$ cat config.mk
export PLATFORM = sky130hd
export DESIGN_NAME = pipeline_host_ctrl
export DESIGN_NICKNAME = d
export VERILOG_FILES = /design/src/rtl/pipeline_host_ctrl.sv
export SDC_FILE = /design/constraint.sdc
export NUM_CORES = 1
export LEC_CHECK = 0
export ABC_CLOCK_PERIOD_IN_PS = 2760
export BUFFER_PORTS_ARGS = -buffer_cell sky130_fd_sc_hd__buf_2
export CAP_MARGIN = 20
export CORE_MARGIN = 1
export CORE_UTILIZATION = 25
export CTS_BUF_LIST = sky130_fd_sc_hd__clkbuf_4 sky130_fd_sc_hd__clkbuf_8 sky130_fd_sc_hd__clkbuf_16
export DETAILED_ROUTE_END_ITERATION = 6
export GPL_TIMING_DRIVEN = 0
export SYNTH_ARGS = -nofsm -noshare
export SYNTH_HDL_FRONTEND = slang
export SYNTH_SLANG_ARGS = --single-unit
$ cat constraint.sdc
create_clock -name clk -period 2.76 [get_ports clk]
set_clock_uncertainty 0.15 [all_clocks]
set_input_delay 0.552 -clock clk [delete_from_list [all_inputs] [get_ports clk]]
set_output_delay 0.552 -clock clk [all_outputs]
set_load 0.05 [all_outputs]
$ cat src/rtl/pipeline_host_ctrl.sv
// Host-side sequencer for the 5-stage pipeline core.
// Owns the core's IMEM/DMEM host ports. Loads memories while the core is held in reset,
// runs the core for a programmed number of cycles, drains it, and reads DMEM back.
// Optional build macro: RUN_CYCLE_CNT_EN adds the run_cycles output, a saturating count of
// cycles the core spent out of reset during the most recent RUN.
module pipeline_host_ctrl #(
  parameter int unsigned IMEM_AW      = 9,
  parameter int unsigned DMEM_AW      = 8,
  parameter int unsigned DW           = 32,
  parameter int unsigned READ_LAT     = 1,
  parameter int unsigned DRAIN_CYCLES = 4,
  parameter int unsigned CNT_W        = 32
) (
  input  logic               clk,
  input  logic               rst,
  // Command interface
  input  logic               cmd_valid,
  output logic               cmd_ready,
  input  logic [2:0]         cmd_op,
  input  logic [IMEM_AW-1:0] cmd_addr,
  input  logic [DW-1:0]      cmd_data,
  input  logic               halt_req,
  // Response / status
  output logic               rsp_valid,
  output logic [DW-1:0]      rsp_data,
  output logic               done,
  output logic               err,
  output logic               busy,
  // Core control and host memory ports
  output logic               pipe_rst,
  output logic               write_to_imem,
  output logic [IMEM_AW-1:0] addr_imem_host,
  output logic [DW-1:0]      data_imem_host,
  output logic               write_to_dmem,
  output logic [DMEM_AW-1:0] addr_dmem_host,
  output logic [DW-1:0]      data_dmem_host,
  output logic               read_req_dmem,
`ifdef RUN_CYCLE_CNT_EN
  output logic [CNT_W-1:0]   run_cycles,
`endif
  input  logic [DW-1:0]      data_out_dmem
);

  localparam logic [2:0] ST_IDLE      = 3'd0;
  localparam logic [2:0] ST_WRITE     = 3'd1;
  localparam logic [2:0] ST_READ_WAIT = 3'd2;
  localparam logic [2:0] ST_RUN       = 3'd3;
  localparam logic [2:0] ST_DRAIN     = 3'd4;

  localparam logic [2:0] OP_NOP     = 3'd0;
  localparam logic [2:0] OP_WR_IMEM = 3'd1;
  localparam logic [2:0] OP_WR_DMEM = 3'd2;
  localparam logic [2:0] OP_RD_DMEM = 3'd3;
  localparam logic [2:0] OP_RUN     = 3'd4;

  localparam logic [CNT_W-1:0] CNT_ONE   = CNT_W'(1);
  localparam logic [CNT_W-1:0] READ_INIT = CNT_W'(READ_LAT);
  localparam logic [CNT_W-1:0] DRAIN_INIT = CNT_W'(DRAIN_CYCLES);

  // State and output registers
  logic [2:0]         r_state;
  logic [CNT_W-1:0]   r_cnt;
  logic               r_cmd_ready;
  logic               r_busy;
  logic               r_pipe_rst;
  logic               r_done;
  logic               r_err;
  logic               r_rsp_valid;
  logic [DW-1:0]      r_rsp_data;
  logic               r_wr_imem;
  logic [IMEM_AW-1:0] r_addr_imem;
  logic [DW-1:0]      r_data_imem;
  logic               r_wr_dmem;
  logic [DMEM_AW-1:0] r_addr_dmem;
  logic [DW-1:0]      r_data_dmem;
  logic               r_rd_req;

  // Next-state values
  logic [2:0]         w_state_nxt;
  logic [CNT_W-1:0]   w_cnt_nxt;
  logic               w_pipe_rst_nxt;
  logic               w_done_nxt;
  logic               w_err_nxt;
  logic               w_rsp_valid_nxt;
  logic [DW-1:0]      w_rsp_data_nxt;
  logic               w_wr_imem_nxt;
  logic [IMEM_AW-1:0] w_addr_imem_nxt;
  logic [DW-1:0]      w_data_imem_nxt;
  logic               w_wr_dmem_nxt;
  logic [DMEM_AW-1:0] w_addr_dmem_nxt;
  logic [DW-1:0]      w_data_dmem_nxt;
  logic               w_rd_req_nxt;

  logic               w_accept;
  logic               w_run_start;

  // cmd_ready is only ever high in IDLE, so acceptance implies IDLE
  assign w_accept    = cmd_valid && r_cmd_ready;
  assign w_run_start = w_accept && (cmd_op == OP_RUN) && (cmd_data != '0);

  // Next-state and registered-output decode
  always_comb begin
    w_state_nxt     = r_state;
    w_cnt_nxt       = r_cnt;
    w_pipe_rst_nxt  = r_pipe_rst;
    w_done_nxt      = 1'b0;
    w_err_nxt       = 1'b0;
    w_rsp_valid_nxt = 1'b0;
    w_rsp_data_nxt  = r_rsp_data;
    w_wr_imem_nxt   = 1'b0;
    w_addr_imem_nxt = r_addr_imem;
    w_data_imem_nxt = r_data_imem;
    w_wr_dmem_nxt   = 1'b0;
    w_addr_dmem_nxt = r_addr_dmem;
    w_data_dmem_nxt = r_data_dmem;
    w_rd_req_nxt    = 1'b0;

    case (r_state)
      ST_IDLE: begin
        w_pipe_rst_nxt = 1'b1;
        if (w_accept) begin
          case (cmd_op)
            OP_NOP: begin
            end
            OP_WR_IMEM: begin
              w_state_nxt     = ST_WRITE;
              w_wr_imem_nxt   = 1'b1;
              w_addr_imem_nxt = cmd_addr;
              w_data_imem_nxt = cmd_data;
            end
            OP_WR_DMEM: begin
              w_state_nxt     = ST_WRITE;
              w_wr_dmem_nxt   = 1'b1;
              w_addr_dmem_nxt = cmd_addr[DMEM_AW-1:0];
              w_data_dmem_nxt = cmd_data;
            end
            OP_RD_DMEM: begin
              w_state_nxt     = ST_READ_WAIT;
              w_rd_req_nxt    = 1'b1;
              w_addr_dmem_nxt = cmd_addr[DMEM_AW-1:0];
              w_cnt_nxt       = READ_INIT;
            end
            OP_RUN: begin
              if (cmd_data == '0) begin
                w_done_nxt = 1'b1;
              end else begin
                w_state_nxt    = ST_RUN;
                w_pipe_rst_nxt = 1'b0;
                w_cnt_nxt      = cmd_data[CNT_W-1:0];
              end
            end
            default: begin
              w_err_nxt = 1'b1;
            end
          endcase
        end
      end

      ST_WRITE: begin
        w_state_nxt = ST_IDLE;
      end

      ST_READ_WAIT: begin
        // A READ_LAT of 0 behaves like 1: data is sampled at the end of the request cycle
        if (r_cnt <= CNT_ONE) begin
          w_state_nxt     = ST_IDLE;
          w_rsp_valid_nxt = 1'b1;
          w_rsp_data_nxt  = data_out_dmem;
        end else begin
          w_rd_req_nxt = 1'b1;
          w_cnt_nxt    = r_cnt - CNT_ONE;
        end
      end

      ST_RUN: begin
        if (halt_req || (r_cnt <= CNT_ONE)) begin
          if (DRAIN_CYCLES == 0) begin
            w_state_nxt    = ST_IDLE;
            w_pipe_rst_nxt = 1'b1;
            w_done_nxt     = 1'b1;
          end else begin
            w_state_nxt = ST_DRAIN;
            w_cnt_nxt   = DRAIN_INIT;
          end
        end else begin
          w_cnt_nxt = r_cnt - CNT_ONE;
        end
      end

      ST_DRAIN: begin
        if (r_cnt <= CNT_ONE) begin
          w_state_nxt    = ST_IDLE;
          w_pipe_rst_nxt = 1'b1;
          w_done_nxt     = 1'b1;
        end else begin
          w_cnt_nxt = r_cnt - CNT_ONE;
        end
      end

      default: begin
        w_state_nxt    = ST_IDLE;
        w_pipe_rst_nxt = 1'b1;
      end
    endcase
  end

  // State and output registers with synchronous active-low reset
  always_ff @(posedge clk) begin
    if (!rst) begin
      r_state     <= ST_IDLE;
      r_cnt       <= '0;
      r_cmd_ready <= 1'b0;
      r_busy      <= 1'b0;
      r_pipe_rst  <= 1'b1;
      r_done      <= 1'b0;
      r_err       <= 1'b0;
      r_rsp_valid <= 1'b0;
      r_rsp_data  <= '0;
      r_wr_imem   <= 1'b0;
      r_addr_imem <= '0;
      r_data_imem <= '0;
      r_wr_dmem   <= 1'b0;
      r_addr_dmem <= '0;
      r_data_dmem <= '0;
      r_rd_req    <= 1'b0;
    end else begin
      r_state     <= w_state_nxt;
      r_cnt       <= w_cnt_nxt;
      r_cmd_ready <= (w_state_nxt == ST_IDLE);
      r_busy      <= (w_state_nxt != ST_IDLE);
      r_pipe_rst  <= w_pipe_rst_nxt;
      r_done      <= w_done_nxt;
      r_err       <= w_err_nxt;
      r_rsp_valid <= w_rsp_valid_nxt;
      r_rsp_data  <= w_rsp_data_nxt;
      r_wr_imem   <= w_wr_imem_nxt;
      r_addr_imem <= w_addr_imem_nxt;
      r_data_imem <= w_data_imem_nxt;
      r_wr_dmem   <= w_wr_dmem_nxt;
      r_addr_dmem <= w_addr_dmem_nxt;
      r_data_dmem <= w_data_dmem_nxt;
      r_rd_req    <= w_rd_req_nxt;
    end
  end

`ifdef RUN_CYCLE_CNT_EN
  logic [CNT_W-1:0] r_run_cycles;

  // Count cycles with the core out of reset; cleared at RUN start, saturating, held after done
  always_ff @(posedge clk) begin
    if (!rst) begin
      r_run_cycles <= '0;
    end else if (w_run_start) begin
      r_run_cycles <= '0;
    end else if (!r_pipe_rst && (r_run_cycles != '1)) begin
      r_run_cycles <= r_run_cycles + CNT_ONE;
    end
  end

  assign run_cycles = r_run_cycles;
`else
  // Run-cycle counter not built; w_run_start has no other consumer
  logic w_unused_run_start;
  assign w_unused_run_start = w_run_start;
`endif

  assign cmd_ready      = r_cmd_ready;
  assign rsp_valid      = r_rsp_valid;
  assign rsp_data       = r_rsp_data;
  assign done           = r_done;
  assign err            = r_err;
  assign busy           = r_busy;
  assign pipe_rst       = r_pipe_rst;
  assign write_to_imem  = r_wr_imem;
  assign addr_imem_host = r_addr_imem;
  assign data_imem_host = r_data_imem;
  assign write_to_dmem  = r_wr_dmem;
  assign addr_dmem_host = r_addr_dmem;
  assign data_dmem_host = r_data_dmem;
  assign read_req_dmem  = r_rd_req;

endmodule

---- Word level (Yosys, flattened, before mapping) ----
Cells that the tools add are included.
W data, S select, Z words.
storage, ports and cells
  register bits after elaboration ......... 157
  bits of input ports ..................... 80
  output and inout bits ................... 122
  word-level logic and storage cells ...... 81
cells by class
  $add $sub $neg .......................... 1
  magnitude comparators ................... 1
  eq/ne operators ......................... 13
  muxes and demuxes ....................... 28
  bitwise gates (word level) .............. 1
  reduce and logical (&&, ||, !) cells .... 21
operators by type and width
  operator                 number
  $mux W32                 4
  $pmux W32 S3             1
  $pmux W32 S2             1
  $le A32 B1 Y1 const B    1
  $logic_not A32 Y1        1
  $sub A32 B1 Y32 const B  1
  $pmux W3 S3              2
  $mux W1                  13
  $eq A3 B2 Y1 const B     4
  $mux W3                  4
  $reduce_and A3 Y1        4
  $logic_not A3 Y1         3
  $eq A3 B1 Y1 const B     2
  $eq A3 B3 Y1 const B     2
  $ne A2 B2 Y1 const B     3
  $reduce_and A2 Y1        3
  $reduce_bool A3 Y1       2
  $reduce_or A2 Y1         3
  $reduce_and A5 Y1        1
  $reduce_or A5 Y1         1
  $pmux W1 S2              2
  $ne A3 B2 Y1 const B     1
  $ne A3 B3 Y1 const B     1
  $pmux W1 S3              1
  4 further kinds          4

---- Longest topological paths before layout ----
  word-level depth ........................ 6
  gate-level depth with buffers ........... 12
  depth with buffers taken out ............ 9

---- Worst setup path after synthesis ----
Ideal clock, no wire load.
  path type ............................... register to register
  start point ............................. register r_cnt[2]
  end point ............................... register r_cnt[14]
  setup time .............................. 0.116 ns
  arrival ................................. 2.340 ns
  required time ........................... 2.494 ns
  slack ................................... 0.154 ns
  cell stages (with the launch flop) ...... 11
  buffers on the path ..................... 4
  period minus slack after synthesis ...... 2.606 ns
  path through ............................ dfxtp_1 -> buf_6 -> or4_4 -> nor4_4 -> and4_4 -> buf_6 -> a21oi_2 -> or2_1 -> buf_6 -> buf_6 -> a31o_2
on the way
  word-level cells in the longest chain between the ends .. 4
  elaborated cells between the ends (all ways) .. 8
  classes of those cells .................. add/sub (1); order compare (1); eq/ne (1); mux (3); reduce/logical (2)
ends and longest elaborated chain
  element                 line           RTL
  start, declared         62             logic [CNT_W-1:0] r_cnt;
  start signal, assigned  228            r_cnt <= w_cnt_nxt;
  $le A32 B1 Y1           165, 176, 191
  $logic_or A1 B1 Y1      176            if (halt_req || (r_cnt <= CNT_ONE)) begin
  $mux W32                176
  $pmux W32 S3            118            case (r_state)
Parallel ways exist; a longest one is shown, timed or not. The select of a mux whose other input is x is not followed.
A chain may end at the register's enable or synchronous reset.

---- Worst setup path after layout ----
  start point ............................. register r_cnt[5]
  end point ............................... register r_cnt[14]
Same word-level chain as after synthesis.

==> results.sh <==
export IMPL_worstSetupStartpoint="r_cnt[5]"
export IMPL_clk_pin_slew_ns=0.07
export IMPL_ys_flop_type="dfxtp_1"
export IMPL_gp_congestion=0.850
export IMPL_core_area_mm2=0.0270
export IMPL_wl_mm=24.4
export IMPL_end_kind="flop"
export IMPL_critPathMaxFanout=6
export IMPL_synth_commonest_cells="nand2_1 (268), dfxtp_1 (157), a21boi_0 (112), clkbuf_1 (42), nor2_1 (33)"
export IMPL_numCtsBuffers=17
export IMPL_rsz0062_at_grt="yes"
export IMPL_die_area_mm2=0.0283
export IMPL_async_flop_share_pct=0
export IMPL_period_share_pct=101
export IMPL_drcViolationCount=0
export IMPL_cts_tree="yes"
export IMPL_place_port_buffers=197
export IMPL_worst_ep_required_time_ns=2.93
export IMPL_syn_inst=841
export IMPL_slew_viol_final=0
export IMPL_fp_row_count=60
export IMPL_layout_nets=1153
export IMPL_grt_pass1_wl_mm=37.1
export IMPL_crit_path_end="r_cnt[14]"
export IMPL_pin_count=202
export IMPL_wl_per_cell_um=17.1
export IMPL_syn_nets=923
export IMPL_start_kind="flop"
export IMPL_top_layer_used="met5"
export IMPL_power_density_mw_per_mm2=625
export IMPL_synth_edff_count=0
export IMPL_start_util_pct=25.5
export IMPL_clkSinkCount=157
export IMPL_synth_top_cell_area_share_pct=45.5
export IMPL_ys_warn_count=0
export IMPL_wl_met1_mm=11.0
export IMPL_relSlewSlack_pct=55.6
export IMPL_dr_pass1_iters=5
export IMPL_num_antenna_cells=0
export IMPL_hold_path_class="input port to flop"
export IMPL_dieHeight_um=168
export IMPL_irDropWorstVdd_mv=0.333
export IMPL_clk_latency_ns=0.43
export IMPL_via_count=6907
export IMPL_violations="setup timing"
export IMPL_grt_max_degree=17
export IMPL_crit_type="flop to flop"
export IMPL_fmax_mhz=357
export IMPL_tightestPinTransition_ns=0.665
export IMPL_fillers=2879
export IMPL_syn_area_mm2=0.00690
export IMPL_routed_via_density=4.85
export IMPL_synth_cell_types=63
export IMPL_cp_arrival_ns=2.97
export IMPL_wl_met3_mm=1.94
export IMPL_max_stage_delay_ns=0.57
export IMPL_reg2reg_depth=9
export IMPL_dieWidth_um=168
export IMPL_finalSetupViolations=12
export IMPL_overflow=0
export IMPL_syn_avg_cell_area_um2=8.20
export IMPL_place_ws_ns=-0.613
export IMPL_min_period_ns=2.80
export IMPL_final_util_pct=34.7
export IMPL_antenna_found_initial=0
export IMPL_yosysSeqAreaShare_pct=45.5
export IMPL_drt_iter0_drc=442
export IMPL_area_growth_pct=35.8
export IMPL_route_met2_wl_mm=11.1
export IMPL_htreeDepth=4
export IMPL_grt_total_usage_pct=17.1
export IMPL_leakagePower_nw=3.84
export IMPL_ant_nets=0
export IMPL_layout_drive_gt1_share_pct=29.9
export IMPL_synth_area_leader_cell="dfxtp_1"
export IMPL_cp_cell_sequence="or4_4, nor4_4, and4_4, buf_8, a21oi_4, or2_1, buf_6, buf_8, a31o_4"
export IMPL_r2r_start="r_cnt[5]"
export IMPL_status="finished, violations left"
export IMPL_cts_path_max_buffers=2
export IMPL_setup_tns_final_ns=-0.185
export IMPL_cts_root_buf="clkbuf_16"
export IMPL_synthTopCellsByArea="dfxtp_1 (46%), nand2_1 (15%), a21boi_0 (12%)"
export IMPL_grt_pass1_vias=6556
export IMPL_yosysMostFrequentCell="nand2_1"
export IMPL_cpMostUsedCell="buf_8"
export IMPL_reg2reg_to="r_cnt[14]"
export IMPL_rrSetupSlack_ns=-0.04
export IMPL_drv_cap=0
export IMPL_hold_viol=0
export IMPL_dpl_hpwl_mm=17.5
export IMPL_setup_ws_ns=-0.0392
export IMPL_ys_ff_latch=157
export IMPL_cp_slowest_cell="or4_4"
==> final cells by class <==
cell class	instances	area, um2	area share (%)
Multi-Input combinational cell	609	3580	38.2
Tap cell	341	427	4.55
Sequential cell	157	3150	33.6
Inverter	10	37.5	0.400
Clock inverter	14	145	1.55
Buffer	61	403	4.30
Clock buffer	18	439	4.68
Timing Repair Buffer	215	1190	12.7
==> cell families (layout without fill, tap and decap cells) <==
kind of cell | after synthesis | in the layout | synth area share [%]
AOI/OAI and AO/OA | 220 | 220 | 23.3
xor gates and xnor gates | 10 | 10 | 1.27
adders and majority gates | 2 | 2 | 0.363
buffers and inverters | 75 | 318 | 5.44
DFF | 157 | 157 | 45.5
and+or+nand+nor | 377 | 377 | 24.1
==> sequential cells by signal (all words and copies together), names as in the netlist <==
signal	flops
done	1
r_cnt	32
r_state	3
rsp_data	32
data_imem_host	32
addr_dmem_host	8
read_req_dmem	1
err	1
pipe_rst	1
rsp_valid	1
busy	1
data_dmem_host	32
cmd_ready	1
addr_imem_host	9
write_to_imem	1
write_to_dmem	1
==> worst min-delay path by stage <==
stage | startpoint | cells after the start | end | slack [ns]
final | data_out_dmem[9] | 3 | rsp_data[9] | 0.20
after global routing | data_out_dmem[6] | 3 | rsp_data[6] | 0.18
after CTS | data_out_dmem[4] | 3 | rsp_data[4] | 0.19
after detailed placement | data_imem_host[6] | 2 | data_imem_host[6] | 0.29
after global placement | data_imem_host[31] | 2 | data_imem_host[31] | 0.28
after floorplan | r_cnt[25] | 2 | r_cnt[25] | 0.31
==> cell usage in the layout, fill, tap and decap left out, types with 10 or more instances in the layout <==
cell type / Yosys / routed
nand2_1: 268 / 264
buf_2: 11 / 202
dfxtp_1: 157 / 154
a21boi_0: 112 / 99
nor2_1: 33 / 30
clkbuf_1: 42 / 28
a21boi_1: 11 / 24
clkbuf_16: 0 / 20
buf_4: 2 / 16
o21ai_1: 0 / 13
o211ai_1: 12 / 12
nor4_1: 14 / 11
nor3_1: 10 / 10
inv_1: 10 / 10
==> metal layers <==
metal	up-vias	GRT usage, %
met5	-	0
met3	21	4.72
li1	3353	-
met2	302	27.5
met1	3229	22.6
met4	2	3.91
==> what timing repair did <==
action / 4_1_cts / 5_1_grt
cloned: 0 / 3
buffers inserted: 12 / 2
hold endpoints to repair: 0 / 0
resized for setup: 29 / 88
endpoints found under the setup margin: 118 / 117
hold buffers: 0 / 0
pin swaps: 3 / 17
==> where the power goes <==
group	leakage (nW)	switching [mW]	internal [mW]	total, mW
Combinational	2.29	0.685	0.429	1.11
Clock	0.284	1.09	1.30	2.39
Sequential	1.27	0.0394	2.31	2.35
==> per-stage QoR <==
step	hold WS [ns]	cell area [um2]	std cells	total power [mW]
finish	0.198	9370	1425	5.86
global route	0.182	9370	1425	6.11
CTS	0.188	9110	1423	5.82
detailed placement	0.291	8320	1380	3.32
global placement	0.285	8310	1379	3.32
floorplan	0.307	6900	841	3.03
==> critical path, delay by kind of cell, from the launching register on <==
family	cells	cell delay (ns)
DFF	1	0.33
buffers and inverters	3	0.42
and+or+nand+nor	4	1.51
AOI/OAI and AO/OA	2	0.27
Note: power is estimated with default switching activity, not from simulation.
